--- src/rtl/mips_bus_master.sv ---
// Purpose: bridges single CPU load/store requests onto a word-wide waitrequest-style memory bus.
// Latency: resp_valid 3 cycles after a store, 4 after a load, 2 after a rejected request, plus stall cycles.
// Backpressure: one request in flight (req_ready only in IDLE); bus stalls via waitrequest, bounded by TIMEOUT.
module mips_bus_master #(
  parameter int TIMEOUT = 255
) (
  input  logic        clk,
  input  logic        reset,
  input  logic        req_valid,
  output logic        req_ready,
  input  logic        req_write,
  input  logic [1:0]  req_size,
  input  logic        req_signed,
  input  logic [31:0] req_addr,
  input  logic [31:0] req_wdata,
  output logic        resp_valid,
  output logic [31:0] resp_rdata,
  output logic        resp_error,
  output logic [31:0] address,
  output logic        read,
  output logic        write,
  output logic [3:0]  byteenable,
  output logic [31:0] writedata,
  input  logic [31:0] readdata,
  input  logic        waitrequest
);

  localparam int CW = (TIMEOUT < 2) ? 1 : $clog2(TIMEOUT + 1);

  localparam logic [1:0] IDLE  = 2'd0;
  localparam logic [1:0] BUS   = 2'd1;
  localparam logic [1:0] RDATA = 2'd2;
  localparam logic [1:0] RESP  = 2'd3;

  localparam logic [1:0] SZ_BYTE = 2'b00;
  localparam logic [1:0] SZ_HALF = 2'b01;
  localparam logic [1:0] SZ_WORD = 2'b10;

  logic [1:0]    state_q, state_d;
  logic          is_wr_q, is_wr_d;
  logic [1:0]    size_q, size_d;
  logic          sgn_q, sgn_d;
  logic [1:0]    lo_q, lo_d;
  logic          err_q, err_d;
  logic [31:0]   res_q, res_d;
  logic [CW-1:0] cnt_q, cnt_d;
  logic          rd_q, rd_d;
  logic          wr_q, wr_d;
  logic [31:0]   address_q, address_d;
  logic [3:0]    be_q, be_d;
  logic [31:0]   wd_q, wd_d;
  logic          resp_valid_q, resp_valid_d;
  logic [31:0]   resp_rdata_q, resp_rdata_d;
  logic          resp_error_q, resp_error_d;

  logic          misalign;
  logic [3:0]    be_calc;
  logic [31:0]   wd_calc;
  logic [31:0]   rd_shift;
  logic [31:0]   rd_ext;

  // Request decode: alignment check, lane enables and lane-replicated store data.
  always_comb begin
    misalign = (req_size == 2'b11)
             | ((req_size == SZ_HALF) & req_addr[0])
             | ((req_size == SZ_WORD) & (req_addr[1:0] != 2'b00));
    case (req_size)
      SZ_BYTE: begin
        be_calc = 4'b0001 << req_addr[1:0];
        wd_calc = {4{req_wdata[7:0]}};
      end
      SZ_HALF: begin
        be_calc = 4'b0011 << req_addr[1:0];
        wd_calc = {2{req_wdata[15:0]}};
      end
      default: begin
        be_calc = 4'b1111;
        wd_calc = req_wdata;
      end
    endcase
  end

  // Load result: shift the addressed lanes down to bit 0, then zero- or sign-extend.
  always_comb begin
    rd_shift = readdata >> {lo_q, 3'b000};
    case (size_q)
      SZ_BYTE: rd_ext = sgn_q ? {{24{rd_shift[7]}}, rd_shift[7:0]} : {24'h0, rd_shift[7:0]};
      SZ_HALF: rd_ext = sgn_q ? {{16{rd_shift[15]}}, rd_shift[15:0]} : {16'h0, rd_shift[15:0]};
      default: rd_ext = rd_shift;
    endcase
  end

  // Transaction FSM and next-state values for every registered output.
  always_comb begin
    state_d      = state_q;
    is_wr_d      = is_wr_q;
    size_d       = size_q;
    sgn_d        = sgn_q;
    lo_d         = lo_q;
    err_d        = err_q;
    res_d        = res_q;
    cnt_d        = cnt_q;
    rd_d         = rd_q;
    wr_d         = wr_q;
    address_d    = address_q;
    be_d         = be_q;
    wd_d         = wd_q;
    resp_valid_d = 1'b0;
    resp_rdata_d = resp_rdata_q;
    resp_error_d = resp_error_q;
    case (state_q)
      IDLE: begin
        if (req_valid) begin
          is_wr_d = req_write;
          size_d  = req_size;
          sgn_d   = req_signed;
          lo_d    = req_addr[1:0];
          res_d   = 32'h0;
          err_d   = misalign;
          if (misalign) begin
            // Rejected requests never touch the bus.
            state_d = RESP;
          end else begin
            state_d   = BUS;
            address_d = {req_addr[31:2], 2'b00};
            be_d      = be_calc;
            wd_d      = wd_calc;
            cnt_d     = '0;
            rd_d      = ~req_write;
            wr_d      = req_write;
          end
        end
      end
      BUS: begin
        if (!waitrequest) begin
          rd_d    = 1'b0;
          wr_d    = 1'b0;
          state_d = is_wr_q ? RESP : RDATA;
        end else begin
          cnt_d = cnt_q + 1'b1;
          // Give up once the responder has stalled for TIMEOUT cycles.
          if (cnt_d == CW'(TIMEOUT)) begin
            rd_d    = 1'b0;
            wr_d    = 1'b0;
            err_d   = 1'b1;
            res_d   = 32'h0;
            state_d = RESP;
          end
        end
      end
      RDATA: begin
        res_d   = rd_ext;
        state_d = RESP;
      end
      default: begin
        // Results are published together with the pulse so they stay stable until the next one.
        resp_valid_d = 1'b1;
        resp_rdata_d = res_q;
        resp_error_d = err_q;
        state_d      = IDLE;
      end
    endcase
  end

  // State registers with synchronous active-low reset.
  always_ff @(posedge clk) begin
    if (!reset) begin
      state_q      <= IDLE;
      is_wr_q      <= 1'b0;
      size_q       <= 2'b00;
      sgn_q        <= 1'b0;
      lo_q         <= 2'b00;
      err_q        <= 1'b0;
      res_q        <= 32'h0;
      cnt_q        <= '0;
      rd_q         <= 1'b0;
      wr_q         <= 1'b0;
      address_q    <= 32'h0;
      be_q         <= 4'h0;
      wd_q         <= 32'h0;
      resp_valid_q <= 1'b0;
      resp_rdata_q <= 32'h0;
      resp_error_q <= 1'b0;
    end else begin
      state_q      <= state_d;
      is_wr_q      <= is_wr_d;
      size_q       <= size_d;
      sgn_q        <= sgn_d;
      lo_q         <= lo_d;
      err_q        <= err_d;
      res_q        <= res_d;
      cnt_q        <= cnt_d;
      rd_q         <= rd_d;
      wr_q         <= wr_d;
      address_q    <= address_d;
      be_q         <= be_d;
      wd_q         <= wd_d;
      resp_valid_q <= resp_valid_d;
      resp_rdata_q <= resp_rdata_d;
      resp_error_q <= resp_error_d;
    end
  end

  assign req_ready  = (state_q == IDLE) & reset;
  assign resp_valid = resp_valid_q;
  assign resp_rdata = resp_rdata_q;
  assign resp_error = resp_error_q;
  assign address    = address_q;
  assign read       = rd_q;
  assign write      = wr_q;
  assign byteenable = be_q;
  assign writedata  = wd_q;

endmodule
--- config.mk ---
export PLATFORM = sky130hd
export DESIGN_NAME = mips_bus_master
export DESIGN_NICKNAME = d
export VERILOG_FILES = /design/src/rtl/mips_bus_master.sv
export SDC_FILE = /design/constraint.sdc
export NUM_CORES = 1
export LEC_CHECK = 0
export ABC_AREA = 1
export CORE_MARGIN = 4
export CORE_UTILIZATION = 45
export CTS_CLUSTER_DIAMETER = 60
export DETAILED_ROUTE_END_ITERATION = 10
export PLACE_DENSITY = 0.85
export SETUP_SLACK_MARGIN = 0.15
export SLEW_MARGIN = 15
export SYNTH_ARGS = -nofsm -noshare
export SYNTH_HDL_FRONTEND = slang
export SYNTH_SLANG_ARGS = --single-unit
export TNS_END_PERCENT = 100
--- constraint.sdc ---
create_clock -name clk -period 4.1 [get_ports clk]
set_clock_uncertainty 0.15 [all_clocks]
set_input_delay 0.82 -clock clk [delete_from_list [all_inputs] [get_ports clk]]
set_output_delay 0.82 -clock clk [all_outputs]
set_load 0.02 [all_outputs]
-- Word-level counts from Yosys, hierarchy flattened
Cells that the tools add are included.
- input bits: 104
- flip-flop bits (word level): 151
- output and inout port bits: 105
- muxes and demuxes: 32
- bitwise gates (word level): 7
- equality and inequality tests: 12
- reductions and logical operators: 14
- $add $sub $neg: 1
- shift operators: 3
- operators with widths (cell ; number):
    32-bit 2-to-1 mux ; 5
    32-bit case mux with 2 select lines ; 2
    32-bit case mux with 3 select lines ; 1
    32-bit by 5-bit right shift with 32-bit output ; 1
    8-bit 2-to-1 mux ; 3
    8-bit case mux with 2 select lines ; 1
    4-bit AND reduction ; 4
    1-bit 2-to-1 mux ; 11
    8-bit by 1-bit adder with 8-bit output, second input constant ; 1
    8-bit == test, second input constant ; 1
    2-bit 2-to-1 mux ; 4
    2-bit inequality test, second input constant ; 4
    4-bit case mux with 2 select lines ; 1
    2-bit by 1-bit == test with 1-bit output, second input constant ; 3
    2-bit == test, second input constant ; 3
    2-bit zero test ; 3
    1-bit case mux with 2 select lines ; 3
    2-bit case mux with 3 select lines ; 1
    2-bit AND reduction ; 2
    2-bit nonzero test ; 2
    1-bit by 2-bit << shifter with 4-bit output, first input constant ; 1
    2-bit by 2-bit << shifter with 4-bit output, first input constant ; 1
    1-bit AND ; 3
    3-bit inequality test, second input constant ; 1
    5 further kinds ; 7

-- Logic depth before layout (Yosys ltp)
- word-level depth: 7
- depth in mapped cells: 14

-- Worst setup path before layout
Ideal clock, no wire load.
- path type: input to output
- from: in reset
- to: out req_ready
- stages on the path: 4
- path buffers: 2
- slack: 1.569 ns
- arrival time: 1.561 ns
- path through: clkbuf_1 clkbuf_1 nand2_1 inv_1
- word-level cells in the longest chain between the ends: 1
- RTL lines (element ; line ; RTL):
    start, declared ; 8 ; input logic reset,
    1-bit AND ; 204 ; assign req_ready = (state_q == IDLE) & reset;
    end, declared ; 10 ; output logic req_ready,
Every way passes these cells.

-- Worst setup path after layout
- from: in req_size[1]
- to: reg cnt_q[2]
- word-level cells in the longest chain between the ends: 6
- elaborated cells on any way between the ends: 9
- RTL lines (element ; line ; RTL):
    start, declared ; 12 ; input logic [1:0] req_size,
    2-bit by 1-bit == test with 1-bit output ; 65 ; | ((req_size == SZ_HALF) & req_addr[0])
    1-bit AND ; 65 ;
    1-bit OR ; 65 ;
    1-bit OR * ; 66 ; | ((req_size == SZ_WORD) & (req_addr[1:0] != 2'b00));
    2-bit inequality test (no source line) * ; -- ;
    4-bit AND reduction (no source line) * ; -- ;
    end signal, assigned ; 192 ; cnt_q <= cnt_d;
    end, declared ; 46 ; logic [CW-1:0] cnt_q, cnt_d;
Mark *: on every way between the ends. The rest lies on a longest branch, timed or not.
A chain may end at the register's enable or synchronous reset.

==> flow_summary_export.csv <==
group,metric,value,unit
drt,dr_total_vias,7077,
timing,tightest_slew,1120,ps
synth,yosys_register_bits,151,
outcome,status,"finished clean",
floorplan,initial_core_util,0.463,
setup_path,ff2ff_path_depth,6,
placement,place_congestion,0.912,
synth,async_flop_share,0,
worst_hold_path,worstHoldPathCells,2,
finish,nFillCells,1226,
clock_network,worst_skew_pair.late_latency,420,ps
setup_path,r2r_slack,1290,ps
timing,max_freq,346,MHz
setup_path,crit_fanout,15,
synth,synthFlopType,"dfxtp_1",
clock_network,clk_pin_slew,60,ps
setup_path,r2r_end,"res_q[23]$_SDFFE_PN0P_",
floorplan,die_h,131,um
power,leakage,3.89,nW
power,ir_drop,0.000287,V
drt,ant_nets,0,
synth,ys.warnings.count,0,
floorplan,die_w,131,um
drt,post-route-drc-count,0,
timing,rsz0062_at_grt,"no",
drt,routed_wl,20700,um
global_route,grt_overflow_total,0,
clock_network,cts_setup_buffers,0,
clock_network,htreeDepth,4,
clock_network,cts-root-buf,"clkbuf_16",
floorplan,std_cell_rows,44,
floorplan,die_area,17100,um2
placement,hpwl,14400,um
global_route,first_global_vias,6548,
drt,wl_per_cell,15.5,um
placement,io_buffer_count,206,
clock_network,cts_sinks,151,
finish,multi_input_area,3210,um2
timing,hold_viol_final,0,
global_route,antenna_found_initial,0,
synth,syn_area,6770,um2
synth,synth_area_leaders,"dfxtp_1 45%, nand2_1 10%, o21ai_0 9.8%, nor2_1 8.9%, a21oi_1 8.2%",
worst_hold_path,min_from,"res_q[29]$_SDFFE_PN0P_",
clock_network,cts_hold_buf,0,
floorplan,io_pins,209,
clock_network,cts_tree,"yes",
placement,placed_cell_area,8830,um2
synth,yosysTopAreaCellShare,0.446,
synth,synth_edf_count,0,
synth,synthCells,972,
global_route,grt_max_degree,131,
setup_path,cp-end-kind,"flip-flop",
floorplan,core_area,14600,um2
worst_hold_path,min_to,"resp_rdata[29]$_SDFFE_PN0P_",
finish,drive_gt1_frac,0.0479,
synth,yosysTopAreaCell,"dfxtp_1",
finish,area_delta_synth_final,38.7,%
timing,relSlewSlack,0.255,
global_route,grt_usage,0.241,
flow_run,cap_violations,0,
global_route,grt_pass1_wl,33000,um
finish,antennaDiodeCount,0,
synth,ys_types,30,
finish,nets,1246,
setup_path,startpoint,"req_size[1]",
clock_network,post_cts_resized,0,
timing,setup_viol,0,
setup_path,worstSetupPathType,"in2reg",
timing,period_share,0.705,
synth,seq_area_frac_synth,0.446,
worst_hold_path,hp-class,"reg2reg",
setup_path,crit_arrival,3030,ps
clock_network,cts_buffers,17,
drt,drtIter0Drc,662,
timing,slew_viol_final,0,
setup_path,worst_setup_path_start_kind,"primary input",
finish,stdcell_area,9400,um2
clock_network,cts_buffer_depth,2,
finish,ff_latch_area,3020,um2
timing,finalSetupTns,0,ps
setup_path,rr_startpoint,"lo_q[1]$_SDFFE_PN0P_",
power,powerDensity,632,nW/um2
setup_path,timing.critical_path.required,4240,ps
drt,viasPerCell,5.31,
synth,syn_avg_cell_area,6.97,um2
timing,period_minus_slack,2890,ps
drt,dr.pass1.iters,6,
registers in the layout, indices dropped and copies added (netlist names):
signal,count
res_q,32
resp_rdata,32
writedata,32
address,30
cnt_q,8
byteenable,4
lo_q,2
size_q,2
state_q,2
err_q,1
is_wr_q,1
read,1
resp_error,1
resp_valid,1
sgn_q,1
write,1
area by class of cell:
cell class / instances / area share
clock buffer: 25 / 0.0527
clock inverter: 7 / 0.00732
inverter: 63 / 0.0252
multi-input combinational: 689 / 0.342
sequential: 151 / 0.322
tap: 184 / 0.0245
timing repair buffer: 214 / 0.227
metrics by stage:
stage,hold slack [ps],util,power [mW],cells,worst slack (ps)
finish,309,0.642,5.94,1333,1210
global route,329,0.642,6.32,1333,999
CTS,305,0.642,5.96,1333,1280
detailed placement,294,0.603,4.44,1301,836
global placement,297,0.603,4.40,1301,950
floorplan,280,-,3.62,973,1570
placed cells by master (no fill, tap or decap), types with 2 or more instances in the layout:
cell             count
nor2_1             159
clkbuf_16           17
clkbuf_8             4
a41oi_1              2
o21ai_1              2
nand3_2              2
a21oi_2             10
clkinv_2             3
mux2i_1              3
a31oi_1             11
inv_1               59
a21oi_1            111
nand4_1             21
a211oi_1             4
clkdlybuf4s50_1    205
nand2_1            181
clkinv_1             2
conb_1               2
dfxtp_1            151
nand3_1             36
o21ai_0            132
buf_4                8
ha_1                 6
clkinvlp_4           2
inv_2                2
clkbuf_1             4
synth_stat cells (2+ instances only):
master    number
a41oi_1        2
o21ai_1        2
ha_1           6
nand2_1      181
clkinv_1       2
o21ai_0      132
buf_2         14
buf_4          3
dfxtp_1      151
a31oi_1       11
a21oi_1      111
nand4_1       21
inv_1         59
mux2i_1        3
nor2_1       160
buf_6          3
inv_2          2
buf_1          3
nand3_1       36
a211oi_1       4
a21oi_2       10
nand3_2        2
clkbuf_1      47
how the worst max path moves through the flow:
stage	slack, ps	end	cells past startpoint
after floorplan	1570	req_ready	4
after global placement	950	cnt_q[5]$_SDFFE_PN0P_	7
after detailed placement	840	cnt_q[7]$_SDFFE_PN0P_	7
after CTS	1280	cnt_q[2]$_SDFFE_PN0P_	7
after global routing	1000	res_q[22]$_SDFFE_PN0P_	10
final	1210	cnt_q[2]$_SDFFE_PN0P_	7
worst max-delay path, stage by stage:
cell	delay, ps
clkdlybuf4s50_1	640
o21ai_0	320
a21oi_1	140
a21oi_1	370
nand2_1	390
o21ai_0	280
a21oi_1	60
kinds of logic (layout without fill, tap and decap cells):
kind of cell               Yosys count  in the layout  synth area share
other                                1              2          0.000554
buffers and inverters              133            309            0.0813
adders and majority gates            6              6            0.0111
and+or+nand+nor                    404            404             0.243
muxes                                3              3           0.00443
AOI/OAI and AO/OA                  274            274             0.213
DFF                                151            151             0.446
layer usage:
| metal | track usage | routed length (um) | vias to the layer above |
|---|---|---|---|
| met5 | 0 | 0 | - |
| met4 | 0.0774 | 431 | 0 |
| met3 | 0.101 | 2460 | 37 |
| met2 | 0.380 | 9410 | 315 |
| met1 | 0.301 | 8360 | 3203 |
| li1 | - | - | 3522 |
power breakdown:
| part | internal [mW] | switching [mW] | total [mW] |
|---|---|---|---|
| clock | 0.898 | 0.599 | 1.50 |
| combinational | 0.912 | 1.49 | 2.40 |
| sequential | 1.84 | 0.202 | 2.04 |
(Power assumes the default switching activity.)
